<file path="config.mk">
export PLATFORM = sky130hd
export DESIGN_NAME = qoa_slice_sequencer
export DESIGN_NICKNAME = d
export VERILOG_FILES = /design/src/rtl/qoa_slice_sequencer.sv
export SDC_FILE = /design/constraint.sdc
export NUM_CORES = 1
export LEC_CHECK = 0
export BUFFER_PORTS_ARGS = -buffer_cell sky130_fd_sc_hd__buf_2
export CAP_MARGIN = 15
export CORE_MARGIN = 4
export CORE_UTILIZATION = 33
export CTS_BUF_LIST = sky130_fd_sc_hd__clkbuf_8
export DETAILED_ROUTE_END_ITERATION = 7
export GPL_TIMING_DRIVEN = 0
export SLEW_MARGIN = 5
export SYNTH_ARGS = -nofsm -noshare
export SYNTH_HDL_FRONTEND = slang
export SYNTH_SLANG_ARGS = --single-unit
</file>
<file path="constraint.sdc">
create_clock -name sys_clk -period 12.11 [get_ports sys_clk]
set_input_delay 1.211 -clock sys_clk [delete_from_list [all_inputs] [get_ports sys_clk]]
set_output_delay 1.211 -clock sys_clk [all_outputs]
set_load 0.005 [all_outputs]
</file>
<file path="src/rtl/qoa_slice_sequencer.sv">
// Purpose: sequences LMS state loads and QOA slice residuals into a byte-strobed decoder and streams decoded samples.
// Latency: slice accept to first sample_valid is WAIT_CYCLES+10 cycles; each further residual adds WAIT_CYCLES+11 plus any output stall.
// Backpressure: inputs are accepted only in IDLE; sample_valid holds the sample until sample_ready. Optional macro QOA_SEQ_SAMPLE_COUNT_EN.
module qoa_slice_sequencer #(
    parameter int unsigned WAIT_CYCLES = 80
) (
    input  logic         sys_clk,
    input  logic         sys_rst,
    input  logic         lms_valid,
    output logic         lms_ready,
    input  logic [127:0] lms_data,
    input  logic         slice_valid,
    output logic         slice_ready,
    input  logic [63:0]  slice_data,
    output logic         dec_data_rdy,
    output logic [7:0]   dec_spi_in,
    input  logic [15:0]  dec_spi_out,
    output logic         sample_valid,
    input  logic         sample_ready,
    output logic [15:0]  sample_data,
    output logic         busy,
    output logic [31:0]  sample_count
);

    typedef enum logic [3:0] {
        IDLE, LMS_CMD, LMS_HI, LMS_LO, SMP_CMD, SMP_WAIT, RD_CMD, RD_HI, RD_LO, OUT
    } state_t;

    localparam logic [7:0] WAIT_LAST = 8'(WAIT_CYCLES);

    state_t       state;
    logic [127:0] lms_sh;     // LMS words, consumed 16 bits at a time from the bottom
    logic [2:0]   trip_idx;   // triplet index: [2] selects weights, [1:0] the tap
    logic [3:0]   sf;
    logic [59:0]  res_sh;     // residuals, current one always at [59:57]
    logic [4:0]   res_idx;
    logic [7:0]   wait_cnt;

    // Only the low byte of the readback carries data.
    logic unused_spi_hi;
    assign unused_spi_hi = ^dec_spi_out[15:8];

    assign lms_ready   = (state == IDLE);
    assign slice_ready = (state == IDLE);
    assign busy        = (state != IDLE);

    // Main sequencer; a byte strobe is only raised when the strobe was low the cycle before, which guarantees a gap.
    always_ff @(posedge sys_clk or posedge sys_rst) begin
        if (sys_rst) begin
            state        <= IDLE;
            dec_data_rdy <= 1'b0;
            dec_spi_in   <= 8'h00;
            sample_valid <= 1'b0;
            sample_data  <= 16'h0000;
            lms_sh       <= '0;
            trip_idx     <= '0;
            sf           <= '0;
            res_sh       <= '0;
            res_idx      <= '0;
            wait_cnt     <= '0;
        end else begin
            dec_data_rdy <= 1'b0;
            dec_spi_in   <= 8'h00;
            case (state)
                IDLE: begin
                    if (lms_valid) begin
                        lms_sh   <= lms_data;
                        trip_idx <= '0;
                        state    <= LMS_CMD;
                    end else if (slice_valid) begin
                        sf      <= slice_data[63:60];
                        res_sh  <= slice_data[59:0];
                        res_idx <= '0;
                        state   <= SMP_CMD;
                    end
                end
                LMS_CMD: begin
                    if (!dec_data_rdy) begin
                        dec_data_rdy <= 1'b1;
                        dec_spi_in   <= {4'b0000, trip_idx[1:0], trip_idx[2], 1'b0};
                        state        <= LMS_HI;
                    end
                end
                LMS_HI: begin
                    if (!dec_data_rdy) begin
                        dec_data_rdy <= 1'b1;
                        dec_spi_in   <= lms_sh[15:8];
                        state        <= LMS_LO;
                    end
                end
                LMS_LO: begin
                    if (!dec_data_rdy) begin
                        dec_data_rdy <= 1'b1;
                        dec_spi_in   <= lms_sh[7:0];
                        lms_sh       <= lms_sh >> 16;
                        trip_idx     <= trip_idx + 3'd1;
                        state        <= (trip_idx == 3'd7) ? IDLE : LMS_CMD;
                    end
                end
                SMP_CMD: begin
                    if (!dec_data_rdy) begin
                        dec_data_rdy <= 1'b1;
                        dec_spi_in   <= {sf, res_sh[59:57], 1'b1};
                    end else begin
                        wait_cnt <= '0;
                        state    <= SMP_WAIT;
                    end
                end
                SMP_WAIT: begin
                    // First cycle here is the gap after the command strobe, then WAIT_CYCLES idle cycles.
                    if (wait_cnt == WAIT_LAST) begin
                        state <= RD_CMD;
                    end else begin
                        wait_cnt <= wait_cnt + 8'd1;
                    end
                end
                RD_CMD: begin
                    dec_data_rdy <= 1'b1;
                    dec_spi_in   <= 8'h80;
                    state        <= RD_HI;
                end
                RD_HI: begin
                    if (!dec_data_rdy) begin
                        sample_data[15:8] <= dec_spi_out[7:0];
                        dec_data_rdy      <= 1'b1;
                        state             <= RD_LO;
                    end
                end
                RD_LO: begin
                    // Third strobe is a dummy that returns the decoder to its wait state.
                    if (!dec_data_rdy) begin
                        sample_data[7:0] <= dec_spi_out[7:0];
                        dec_data_rdy     <= 1'b1;
                        state            <= OUT;
                    end
                end
                OUT: begin
                    if (dec_data_rdy) begin
                        sample_valid <= 1'b0;
                    end else if (!sample_valid) begin
                        sample_valid <= 1'b1;
                    end else if (sample_ready) begin
                        sample_valid <= 1'b0;
                        if (res_idx == 5'd19) begin
                            state <= IDLE;
                        end else begin
                            res_idx <= res_idx + 5'd1;
                            res_sh  <= res_sh << 3;
                            state   <= SMP_CMD;
                        end
                    end
                end
                default: state <= IDLE;
            endcase
        end
    end

`ifdef QOA_SEQ_SAMPLE_COUNT_EN
    // Free-running count of delivered samples, wraps naturally at 2^32.
    always_ff @(posedge sys_clk or posedge sys_rst) begin
        if (sys_rst) begin
            sample_count <= 32'd0;
        end else if (state == OUT && sample_valid && sample_ready) begin
            sample_count <= sample_count + 32'd1;
        end
    end
`else
    assign sample_count = 32'd0;
`endif

endmodule

</file>
---- Yosys cells after proc, flatten, opt, wreduce, memory -nomap -nowiden ----
Index checks and enable logic that the tools add are counted.
W data, S select, Z words.
word-level totals
  logic and storage cells ................. 106
  input bits .............................. 213
  register bits after elaboration ......... 238
  output and inout bits ................... 61
operators by class
  mux-type cells .......................... 48
  eq/ne operators ......................... 28
  bitwise operators ....................... 2
  $add $sub $neg .......................... 3
  reductions and logical operators ........ 13
operators by type and width
  cell                   count
  $mux W60               6
  $mux W128              2
  $pmux W128 S2          1
  $pmux W60 S2           1
  $mux W4                13
  $mux W8                5
  $pmux W4 S10           1
  $pmux W8 S5            1
  $mux W5                6
  $ne A2 B2 Y1 const B   14
  $eq A4 B3 Y1 const B   4
  $pmux W8 S2            1
  $reduce_and A11 Y1     1
  $pmux W5 S2            1
  $mux W3                3
  $reduce_and A3 Y1      3
  $add A8 B1 Y8 const B  1
  $eq A4 B2 Y1 const B   2
  $eq A4 B4 Y1 const B   2
  $eq A8 B7 Y1 const B   1
  $reduce_and A7 Y1      1
  $pmux W3 S2            1
  $reduce_bool A2 Y1     3
  $reduce_or A6 Y1       1
  13 further kinds       19

---- Depth between registers and ports, before layout ----
Gate-level depths: netlist (run 1).
  depth in word-level cells ............... 6
  depth in mapped cells ................... 9
  depth with buffers taken out ............ 7

---- Worst setup path after synthesis (run 1) ----
No wires, ideal clock.
  path type ............................... input to register
  start ................................... input port sample_ready
  end ..................................... register res_idx[4]
  library setup time ...................... 0.126 ns
  setup slack ............................. 9.595 ns
  data required time ...................... 11.984 ns
  arrival ................................. 2.389 ns
  buffers on the path ..................... 2
  stages on the path ...................... 7
  path through ............................ nand2_1 or4_1 buf_2 and2_1 buf_6 o21ai_1 o31ai_1
on the way
  word-level cells in the longest chain between the ends .. 2
RTL lines
  item                         line  source
  start, declared              19    input logic sample_ready,
  $ne A2 B2 Y1 (no line)       --
  $reduce_and A7 Y1 (no line)  --
  end signal, assigned         147   res_idx <= res_idx + 5'd1;
  end, declared                36    logic [4:0] res_idx;
Every way passes these cells.
A chain may end at the register's enable or synchronous reset.

---- Final worst setup path (run 1) ----
  start ................................... register state[1]
  end ..................................... output port slice_ready
on the way
  word-level cells in the longest chain between the ends .. 1
RTL lines
  item                    line  source
  start, declared         31    state_t state;
  start signal, assigned  97    state <= (trip_idx == 3'd7) ? IDLE : LMS_CMD;
  $logic_not A4 Y1        44    assign slice_ready = (state == IDLE);
  end, declared           13    output logic slice_ready,
Every way passes these cells.

==> flow_metrics.py, run 1 <==
metrics = {
    "synthesis": {
        "netlist_area_mm2": 0.0111,
        "netlist_instances": 1120,
        "synth-edff-count": 0,
        "synth-seq-cells": 238,
        "yosys-top-cells-count": "nand2_1, dfrtp_1, mux2i_1",
        "synth.top_cell.area_share_pct": 53.5,
        "synth.top_cells.by_area": "dfrtp_1, mux2i_1, nand2_1",
        "sequential_element_share_of_the_synthesized_area_pct": 53.5,
        "yosys_most_used_dff": "dfrtp_1",
        "library_cell_with_the_highest_instance_count_after_synthesis": "nand2_1",
        "yosys.cell_types.count": 54,
        "ys_warn_count": 0,
        "fraction_of_registers_with_async_set_reset_pct": 100,
        "mean_syn_cell_area_um2": 9.93,
        "netlist.top_cell.by_area": "dfrtp_1",
    },
    "place": {
        "place_hpwl_mm": 24.3,
        "final_replace_weighted_congestion": 0.816,
        "portBuffers": 233,
        "worst_slack_at_placement_ns": 8.90,
    },
    "clock_network": {
        "cts_setup_buffers": 0,
        "clkSlewWorstSetupHoldPaths_ns": 0.06,
        "number_of_sinks_on_the_clock_net": 238,
        "cts_buffer_depth": 3,
        "clkLatencyLatePin_ns": 0.54,
        "htree_levels": 2,
        "cts-hold-fix-buffers": 0,
        "cts_tree": "yes",
        "numCtsBuffers": 44,
        "clock-root-buffer": "clkbuf_8",
        "cts-resized-gates": 0,
    },
    "global_routing": {
        "maximum_number_of_pins_on_one_net_before_global_route_repair": 104,
        "track_usage_pct": 17.5,
        "first_global_vias": 9331,
        "grt_overflow": 0,
        "antenna_violations_before_repair": 3,
        "first_pass_grt_wire_length_mm": 51.1,
    },
    "die": {
        "die_area_mm2": 0.0367,
        "design.core.area_mm2": 0.0329,
        "rows": 66,
        "initial_cell_density_of_the_core_pct": 33.8,
        "fp.dieW_um": 192,
        "die_h_um": 192,
        "num_io_pins": 274,
    },
    "sta": {
        "final_setup_vio_count": 0,
        "grt_setup_unrepaired": "false",
        "slew_violations": 0,
        "fmax_ghz": 0.310,
        "clock-skew-final_ns": 0.0176,
        "final_period_minus_worst_setup_slack_ns": 3.22,
        "final.setup.worst_slack_ns": 8.89,
        "relSlewSlack_pct": 32.2,
        "fin_crit_sh_pct": 26.6,
        "worstMarginPinSlew_ns": 1.01,
        "hold_violations": 0,
        "final.setup.tns_ns": 0,
    },
    "power": {
        "power_frac_clock_pct": 24.5,
        "p_leak_nw": 6.77,
        "power_density_mw_per_mm2": 228,
        "power.combinational.fraction_pct": 32.2,
        "pwr-share-seq_pct": 43.3,
        "p_sw_share_pct": 35.4,
        "intPower_w": 0.00206,
        "vdd_drop_max_mv": 0.0972,
        "power.net_switching_w": 0.00113,
    },
    "worst_setup_path": {
        "path_class": "reg -> out",
        "required_time_at_the_worst_slack_endpoint_ns": 10.90,
        "startpoint_of_the_most_critical_register_to_register_path": "state[1]",
        "cp-end-kind": "output port",
        "crit_fanout": 7,
        "critical_path_start_type": "flip-flop",
        "cp-startpoint": "state[1]",
        "r2r.worst_path.cells": 9,
        "worst_ep_arrival_time_ns": 2.01,
    },
    "outcome": {
        "run_status": "complete, no violations",
    },
    "detailed_routing": {
        "via_count_of_the_routed_design": 9144,
        "vias_per_cell": 4.80,
        "route.final.wire_length_mm": 32.5,
        "number_of_routed_nets_with_antenna_violations": 0,
        "met2WireLength_mm": 15.8,
        "drt_iter0_markers": 425,
        "post_drt_wl_per_cell_um": 17.1,
        "met3_length_mm": 1.82,
        "drc": 0,
        "1st_pass_router_iterations": 5,
        "met1Wirelength_mm": 14.2,
        "routed.top_layer": "met5",
    },
    "worst_hold_path": {
        "hp-start": "lms_sh[6]",
        "hold_path_depth": 2,
        "min-delay-path-class": "reg -> reg",
    },
    "finish": {
        "multi_input_area_mm2": 0.00458,
        "fillerInstances": 3321,
        "post_route_cells_drive_above_1_share_pct": 28.7,
        "final-seq-area_mm2": 0.00596,
        "area_growth_syn_to_layout_pct": 25.3,
        "nets": 1650,
    },
    "run": {
        "cap_viol_max_count": 0,
    },
}
[worst max-delay path, stage by stage, from the launching register on]
cell and delay, ns:
dfrtp_1 0.47, nor4_4 0.70, buf_4 0.21, buf_2 0.10
[cell usage in the layout (no fill, tap or decap), types with 4 or more instances in the layout]
cell        n
a22o_1     15
buf_6      10
nor3_1      6
nand3_1    10
o21ai_0    41
ha_1        5
nor2b_1     4
mux2i_1   112
clkbuf_8   60
xor2_1      4
conb_1     32
mux2_2     24
inv_1      11
nor2_1     74
o21ai_1    84
dfrtp_1   238
buf_4      36
a31oi_1    58
a21oi_1     7
clkbuf_1   34
nand2_1   268
buf_2     265
clkinv_2    8
[flip-flops by register name, summed over array words and instances (netlist names), 3 cells and up]
signal,count
dec_spi_in,8
lms_sh,128
res_idx,5
res_sh,60
sample_data,16
sf,4
state,4
trip_idx,3
wait_cnt,8
[routing by layer]
layer  track usage, %  vias up
met4             4.86        4
met5                0        -
met1             23.3     4443
met3             3.31       55
li1                 -     4421
met2             29.3      221
[metrics by stage]
stage	power (W)	hold WS, ns	instance area (µm²)	cells	utilization (%)
2_1_floorplan	0.00207	0.437	11200	1151	-
3_3_place_gp	0.00239	0.453	13000	1826	39.4
3_5_place_dp	0.00243	0.455	13000	1828	39.6
4_1_cts	0.00323	0.468	13900	1905	42.4
5_1_grt	0.00344	0.491	13900	1906	42.4
6_report	0.00318	0.467	13900	1906	42.4
[path summary, 6_finish.rpt]
kind / slack (ns) / to
min in group asynchronous: 0.67 / sample_data[5]
min reg2reg: 0.47 / dec_spi_in[6]
min: 0.47 / dec_spi_in[6]
max in group asynchronous: 10.19 / lms_sh[97]
max: 8.89 / slice_ready
max reg2reg: 9.39 / lms_sh[38]
[power groups by stage]
stage / clock [W] / combinational, W / sequential, W
detailed placement: 0 / 0.00104 / 0.00139
CTS: 0.000810 / 0.00104 / 0.00138
finish: 0.000780 / 0.00103 / 0.00138
global placement: 0 / 0.00101 / 0.00138
floorplan: 0 / 0.000754 / 0.00132
global route: 0.000845 / 0.00117 / 0.00142
[layout make-up]
type                            instances  area share (%)
Inverter                                7           0.242
Buffer                                113            4.84
Antenna cell                            1          0.0180
Clock buffer                           60            5.93
Multi-Input combinational cell        793            32.9
Tap cell                              442            3.97
Timing Repair Buffer                  235            8.76
Clock inverter                         17           0.611
Sequential cell                       238            42.7
[kinds of logic after synthesis]
| group | synth area share (%) |
|---|---|
| AND/OR/NAND/NOR | 14.6 |
| adder cells (fa/ha/maj) | 0.562 |
| other | 0.0337 |
| XOR/XNOR | 0.472 |
| buffers and inverters | 6.30 |
| multiplexers | 12.5 |
| flip-flops | 53.5 |
| AO/OA/AOI/OAI | 12.0 |
(Power assumes the default switching activity.)
==> run 2: changes to the inputs <==
ABC_AREA = 1   (was unset)
clock period = 2.75 ns   (was 12.11 ns; I/O delays follow)
==> run 2 against run 1 <==
Critical path type unchanged. Via count up 22%. Clock skew up 0.014 ns. Critical endpoint unchanged. Non-clock buffer count up 131. Combinational power rose to 6.0 times the previous value. Final cell count up 25%. Synthesized area up 5.1%.
==> flow_metrics.py, run 2 <==
metrics = {
    "worst_setup_path": {
        "worst_ep_arrival_time_ns": 2.28,
        "critical-path-max-stage-delay_ns": 0.40,
        "required_time_at_the_worst_slack_endpoint_ns": 2.48,
        "timing.critical_path.max_delay_family": "buffers and inverters",
        "critical_path_buffers_and_inverters": 5,
        "reg2reg_slack_ns": 0.53,
        "reg_to_reg_critical_path_endpoint": "lms_sh[35]",
        "startpoint_of_the_most_critical_register_to_register_path": "state[1]",
        "worst_path_most_repeated_cell": "buf_2",
        "slowest_stage_cell_crit_path": "clkbuf_1",
        "cp-end-kind": "output port",
        "crit_fanout": 11,
        "crit_path_cell_trace": "buf_2, nor2_4, nand2_2, inv_2, clkbuf_1, buf_4, buf_2",
        "path_class": "reg -> out",
        "r2r.worst_path.cells": 9,
        "critical_path_start_type": "flip-flop",
    },
    "sta": {
        "fin_crit_sh_pct": 92.8,
        "final.setup.worst_slack_ns": 0.199,
        "worstMarginPinSlew_ns": 0.768,
        "final_setup_vio_count": 0,
        "relSlewSlack_pct": 48.7,
        "final_period_minus_worst_setup_slack_ns": 2.55,
        "slew_violations": 0,
        "grt_setup_unrepaired": "false",
        "hold_violations": 0,
        "clock-skew-final_ns": 0.0317,
        "fmax_ghz": 0.392,
        "final.setup.tns_ns": 0,
        "finalHoldWorstSlack_ns": 0.0384,
    },
    "synthesis": {
        "sequential_element_share_of_the_synthesized_area_pct": 51.0,
        "netlist_instances": 1460,
        "netlist.top_cell.by_area": "dfrtp_1",
        "netlist_area_mm2": 0.0117,
        "fraction_of_registers_with_async_set_reset_pct": 100,
        "synth-seq-cells": 238,
        "yosys-top-cells-count": "nand2_1, dfrtp_1, inv_1",
        "synth-edff-count": 0,
        "yosys_most_used_dff": "dfrtp_1",
        "ys_warn_count": 0,
        "library_cell_with_the_highest_instance_count_after_synthesis": "nand2_1",
        "synth.top_cell.area_share_pct": 51.0,
        "yosys.cell_types.count": 34,
        "mean_syn_cell_area_um2": 8.01,
        "synth.top_cells.by_area": "dfrtp_1, nand2_1, o211ai_1",
    },
    "place": {
        "portBuffers": 233,
        "worst_slack_at_placement_ns": 0.579,
        "place_hpwl_mm": 25.4,
        "final_replace_weighted_congestion": 0.884,
        "numPlacedInstances": 2185,
    },
    "detailed_routing": {
        "vias_per_cell": 4.66,
        "drt_iter0_markers": 515,
        "routed.top_layer": "met5",
        "number_of_routed_nets_with_antenna_violations": 0,
        "met1Wirelength_mm": 15.6,
        "met3_length_mm": 2.50,
        "drc": 0,
        "1st_pass_router_iterations": 5,
        "via_count_of_the_routed_design": 11116,
        "met2WireLength_mm": 16.5,
        "post_drt_wl_per_cell_um": 14.9,
        "route.final.wire_length_mm": 35.5,
    },
    "clock_network": {
        "numCtsBuffers": 44,
        "cts-hold-fix-buffers": 118,
        "cts_setup_buffers": 0,
        "clkSlewWorstSetupHoldPaths_ns": 0.05,
        "cts-resized-gates": 0,
        "clkLatencyLatePin_ns": 0.56,
        "number_of_sinks_on_the_clock_net": 238,
        "clock-root-buffer": "clkbuf_8",
        "cts_tree": "yes",
        "cts_buffer_depth": 3,
        "htree_levels": 2,
    },
    "power": {
        "design_power_total_w": 0.0152,
        "pwr-share-seq_pct": 37.7,
        "power_density_mw_per_mm2": 969,
        "intPower_w": 0.00917,
        "p_sw_share_pct": 39.9,
        "power.net_switching_w": 0.00607,
        "vdd_drop_max_mv": 0.386,
        "power.combinational.fraction_pct": 40.5,
        "p_leak_nw": 7.97,
        "power_frac_clock_pct": 21.8,
    },
    "worst_hold_path": {
        "hold_path_depth": 3,
        "min_delay_worst_endpoint": "sample_data[12]",
        "min-delay-path-class": "in -> reg",
        "hp-start": "dec_spi_out[4]",
    },
    "die": {
        "num_io_pins": 274,
        "die_area_mm2": 0.0385,
        "rows": 68,
        "design.core.area_mm2": 0.0347,
        "initial_cell_density_of_the_core_pct": 33.7,
        "fp.dieW_um": 196,
        "die_h_um": 196,
    },
    "global_routing": {
        "antenna_violations_before_repair": 2,
        "grt_overflow": 0,
        "maximum_number_of_pins_on_one_net_before_global_route_repair": 40,
        "track_usage_pct": 17.8,
        "first_pass_grt_wire_length_mm": 56.3,
        "first_global_vias": 11086,
    },
    "finish": {
        "nets": 2112,
        "reg_with_most_ffs": "lms_sh",
        "fillerInstances": 3439,
        "layout.cells.most_common": "nand2_1",
        "area_growth_syn_to_layout_pct": 34.5,
        "post_route_cells_drive_above_1_share_pct": 21.7,
        "finish.cell_count_without_fillers": 2384,
        "reg_top3": "lms_sh: 128 flops, res_sh: 60 flops, sample_data: 16 flops",
        "largest_reg_flops": 128,
        "highest_count_cells_in_the_layout_ignoring_fill_and_taps": "nand2_1, buf_2, dfrtp_1, inv_1, dlygate4sd3_1",
    },
    "run": {
        "cap_viol_max_count": 0,
    },
    "outcome": {
        "run_status": "complete, no violations",
    },
}
run 2: cell types whose count changed in the layout (fill, tap and decap cells not counted), moves of 18 or more:
cell           before  now
o211ai_1            0   77
nand2_1           268  517
mux2_2             24    6
dlygate4sd3_1       0  118
inv_1              11  133
a31oi_1            58   35
o21ai_1            84   53
o21ai_0            41   67
mux2i_1           112    0
nand3_1            10   99
run 2: worst max path at each step:
stage,cells past startpoint,slack [ns],startpoint,to
after floorplan,1,-0.64,sys_rst,dec_data_rdy
after global placement,2,-2.30,sys_rst,res_sh[26]
after detailed placement,9,0.58,state[1],res_sh[59]
after CTS,7,0.22,state[1],slice_ready
after global routing,7,0.06,state[1],slice_ready
final,7,0.20,state[1],slice_ready
run 2: layer usage:
metal	vias to the layer above	global-route usage, %
met2	368	29.2
met4	2	5.33
met5	-	0
met1	5146	23.9
met3	66	3.73
li1	5534	-
run 2: kinds of logic after synthesis:
kind of cell	count (synthesis)	share of synthesized area [%]
AOI/OAI and AO/OA	253	13.2
muxes	6	0.578
xor gates and xnor gates	6	0.450
and+or+nand+nor	706	24.4
DFF	238	51.0
adders and majority gates	5	0.535
buffers and inverters	245	9.88
other	1	0.0321
run 2: through the flow:
step	utilization [%]	instance area (µm²)
after floorplan	-	11800
after global placement	39.0	13500
after detailed placement	39.4	13700
after CTS	45.3	15700
after global routing	45.3	15700
final	45.3	15700
run 2: tightest hold or removal path, stage by stage:
cell	delay, ns
buf_2	0.10
inv_1	0.07
o21ai_0	0.08
run 2: layout make-up:
| class | instances | area, µm² | area share, % |
|---|---|---|---|
| diodes | 1 | 2.50 | 0.0159 |
| plain buffers | 122 | 692 | 4.40 |
| clock buffers | 52 | 716 | 4.55 |
| clock inverters | 28 | 158 | 1.00 |
| inverters | 123 | 467 | 2.97 |
| multi-input cells | 1008 | 4690 | 29.9 |
| flip-flops and latches | 238 | 5960 | 37.9 |
| well taps | 455 | 569 | 3.62 |
| repair buffers | 357 | 2470 | 15.7 |
run 2: power by group through the flow:
stage                     Clock (W)  Sequential (W)  Combinational, W
after floorplan                   0         0.00568           0.00431
after global placement            0         0.00578           0.00588
after detailed placement          0         0.00580           0.00604
after CTS                   0.00347         0.00575           0.00620
after global routing        0.00361         0.00592           0.00701
final                       0.00332         0.00575           0.00616
==> run 3: changes to the inputs <==
ABC_AREA = unset   (was 1)
CAP_MARGIN = 10   (was 15)
PLACE_DENSITY = 0.59   (was unset)
==> run 3 against run 2 <==
Maximum frequency rose by 0.98%. Setup slack improved by 0.025 ns. Largest cell class unchanged. Final cell count fell by 14%. Total power fell by 5.8%. Sequential power rose by 5.7%. Wire length fell by 2.3%. Non-clock buffer count rose by 14.
==> flow_metrics.py, run 3 (synthesis results as in run 1) <==
metrics = {
    "power": {
        "pwr-share-seq_pct": 42.4,
        "power.combinational.fraction_pct": 33.0,
        "power.net_switching_w": 0.00509,
        "power_density_mw_per_mm2": 929,
        "vdd_drop_max_mv": 0.481,
        "design_power_total_w": 0.0143,
        "power_frac_clock_pct": 24.6,
        "p_sw_share_pct": 35.5,
        "p_leak_nw": 7.43,
        "intPower_w": 0.00926,
    },
    "global_routing": {
        "antenna_violations_before_repair": 1,
        "maximum_number_of_pins_on_one_net_before_global_route_repair": 38,
        "track_usage_pct": 18.5,
        "grt_overflow": 0,
        "first_global_vias": 10068,
        "first_pass_grt_wire_length_mm": 54.1,
    },
    "clock_network": {
        "htree_levels": 2,
        "cts_buffer_depth": 3,
        "clkSlewWorstSetupHoldPaths_ns": 0.06,
        "cts_tree": "yes",
        "clkLatencyLatePin_ns": 0.56,
        "numCtsBuffers": 45,
        "clock-root-buffer": "clkbuf_8",
        "number_of_sinks_on_the_clock_net": 238,
    },
    "sta": {
        "relSlewSlack_pct": 37.8,
        "grt_setup_unrepaired": "false",
        "final_setup_vio_count": 0,
        "finalHoldWorstSlack_ns": 0.0298,
        "hold_violations": 0,
        "worstMarginPinSlew_ns": 0.924,
        "slew_violations": 0,
        "fin_crit_sh_pct": 91.9,
        "fmax_ghz": 0.396,
        "final_period_minus_worst_setup_slack_ns": 2.53,
        "clock-skew-final_ns": 0.0199,
    },
    "place": {
        "portBuffers": 233,
        "place_hpwl_mm": 24.7,
        "final_replace_weighted_congestion": 0.804,
    },
    "worst_setup_path": {
        "reg_to_reg_critical_path_endpoint": "lms_sh[37]",
        "path_class": "reg -> reg",
        "reg2reg_slack_ns": 0.22,
        "critical_path_buffers_and_inverters": 5,
        "worst_ep_arrival_time_ns": 3.00,
        "worst_path_most_repeated_cell": "buf_2",
        "timing.critical_path.max_delay_family": "buffers and inverters",
        "r2r.worst_path.cells": 10,
        "slowest_stage_cell_crit_path": "dfrtp_1",
        "required_time_at_the_worst_slack_endpoint_ns": 3.22,
        "crit_fanout": 10,
        "startpoint_of_the_most_critical_register_to_register_path": "state[1]",
        "cp-end-kind": "flip-flop",
        "critical_path_start_type": "flip-flop",
        "critical-path-max-stage-delay_ns": 0.51,
        "crit_path_cell_trace": "nor4_4, buf_4, and2_0, buf_2, nor2_2, buf_2, buf_2, buf_2, nand2_1, o21ai_1",
    },
    "detailed_routing": {
        "via_count_of_the_routed_design": 9797,
        "1st_pass_router_iterations": 4,
        "number_of_routed_nets_with_antenna_violations": 0,
        "drc": 0,
        "post_drt_wl_per_cell_um": 16.9,
        "drt_iter0_markers": 512,
        "route.final.wire_length_mm": 34.7,
        "vias_per_cell": 4.77,
    },
    "die": {
        "design.core.area_mm2": 0.0329,
        "num_io_pins": 274,
        "fp.dieW_um": 192,
        "initial_cell_density_of_the_core_pct": 33.8,
        "rows": 66,
        "die_area_mm2": 0.0367,
        "die_h_um": 192,
    },
    "finish": {
        "reg_with_most_ffs": "lms_sh",
        "reg_top3": "lms_sh: 128 flops, res_sh: 60 flops, sample_data: 16 flops",
        "post_route_cells_drive_above_1_share_pct": 26.4,
        "largest_reg_flops": 128,
        "area_growth_syn_to_layout_pct": 38.8,
        "layout.cells.most_common": "nand2_1",
        "nets": 1796,
        "highest_count_cells_in_the_layout_ignoring_fill_and_taps": "nand2_1, buf_2, dfrtp_1, dlygate4sd3_1, mux2i_1",
    },
    "run": {
        "cap_viol_max_count": 0,
    },
    "worst_hold_path": {
        "min_delay_worst_endpoint": "lms_sh[112]",
        "hold_path_depth": 3,
        "min-delay-path-class": "in -> reg",
        "hp-start": "lms_data[112]",
    },
    "outcome": {
        "run_status": "complete, no violations",
    },
}
## run 3: area by class of cell
type | instances | area [µm²]
tap | 442 | 553
sequential | 238 | 5960
clock buffer | 61 | 840
multi-input combinational | 793 | 4580
clock inverter | 20 | 100
antenna | 1 | 2.50
inverter | 7 | 30.0
timing repair buffer | 380 | 2700
fill | 3171 | 17400
buffer | 113 | 676
## run 3: worst max path at each step
stage              from           end  depth (start not counted)
2_1_floorplan   sys_rst  dec_data_rdy                          1
3_3_place_gp    sys_rst   lms_sh[118]                          2
3_5_place_dp   state[1]    lms_sh[37]                          9
4_1_cts        state[1]    lms_sh[37]                          9
5_1_grt        state[1]    lms_sh[72]                         10
6_report       state[1]    lms_sh[37]                         10
## run 3: stage by stage
stage | TNS [ns] | instances | utilization, % | setup WS [ns] | area (µm²)
detailed placement | 0 | 1833 | 39.9 | 0.0347 | 13100
CTS | 0 | 2050 | 46.9 | 0.0190 | 15400
floorplan | -153.48 | 1151 | - | -0.645 | 11200
global placement | -541.04 | 1826 | 39.4 | -2.30 | 13000
finish | 0 | 2055 | 47.0 | 0.223 | 15400
global route | 0 | 2055 | 47.0 | 0.00606 | 15400
## run 3: layer usage
metal	share of wire, %	global-route usage (%)	vias to the layer above	routed length [µm]
met5	0	0	-	0
met4	3.1	6.74	0	1090
met3	4.7	2.91	85	1640
met2	49	30.8	295	16900
met1	44	24.4	4704	15100
li1	-	-	4713	-
## run 3: worst register-to-register path, stage by stage (launching register included)
cell     delay (ns)
dfrtp_1        0.51
nor4_4         0.08
buf_4          0.17
and2_0         0.15
buf_2          0.16
nor2_2         0.33
buf_2          0.32
buf_2          0.27
buf_2          0.27
nand2_1        0.09
o21ai_1        0.10
## run 3: power by group through the flow
stage          Clock [W]  Sequential, W  Combinational (W)
2_1_floorplan          0        0.00581            0.00332
3_3_place_gp           0        0.00608            0.00447
3_5_place_dp           0        0.00611            0.00462
4_1_cts          0.00362        0.00607            0.00477
5_1_grt          0.00381        0.00626            0.00536
6_report         0.00353        0.00608            0.00474
## run 3: what timing repair did
item / CTS / global route
hold buffers: 136 / 1
resized for setup: 0 / 2
pin swaps: 1 / 1
buffers inserted: 0 / 3
endpoints found under the setup margin: 1 / 95
endpoints found under the hold margin: 158 / 1
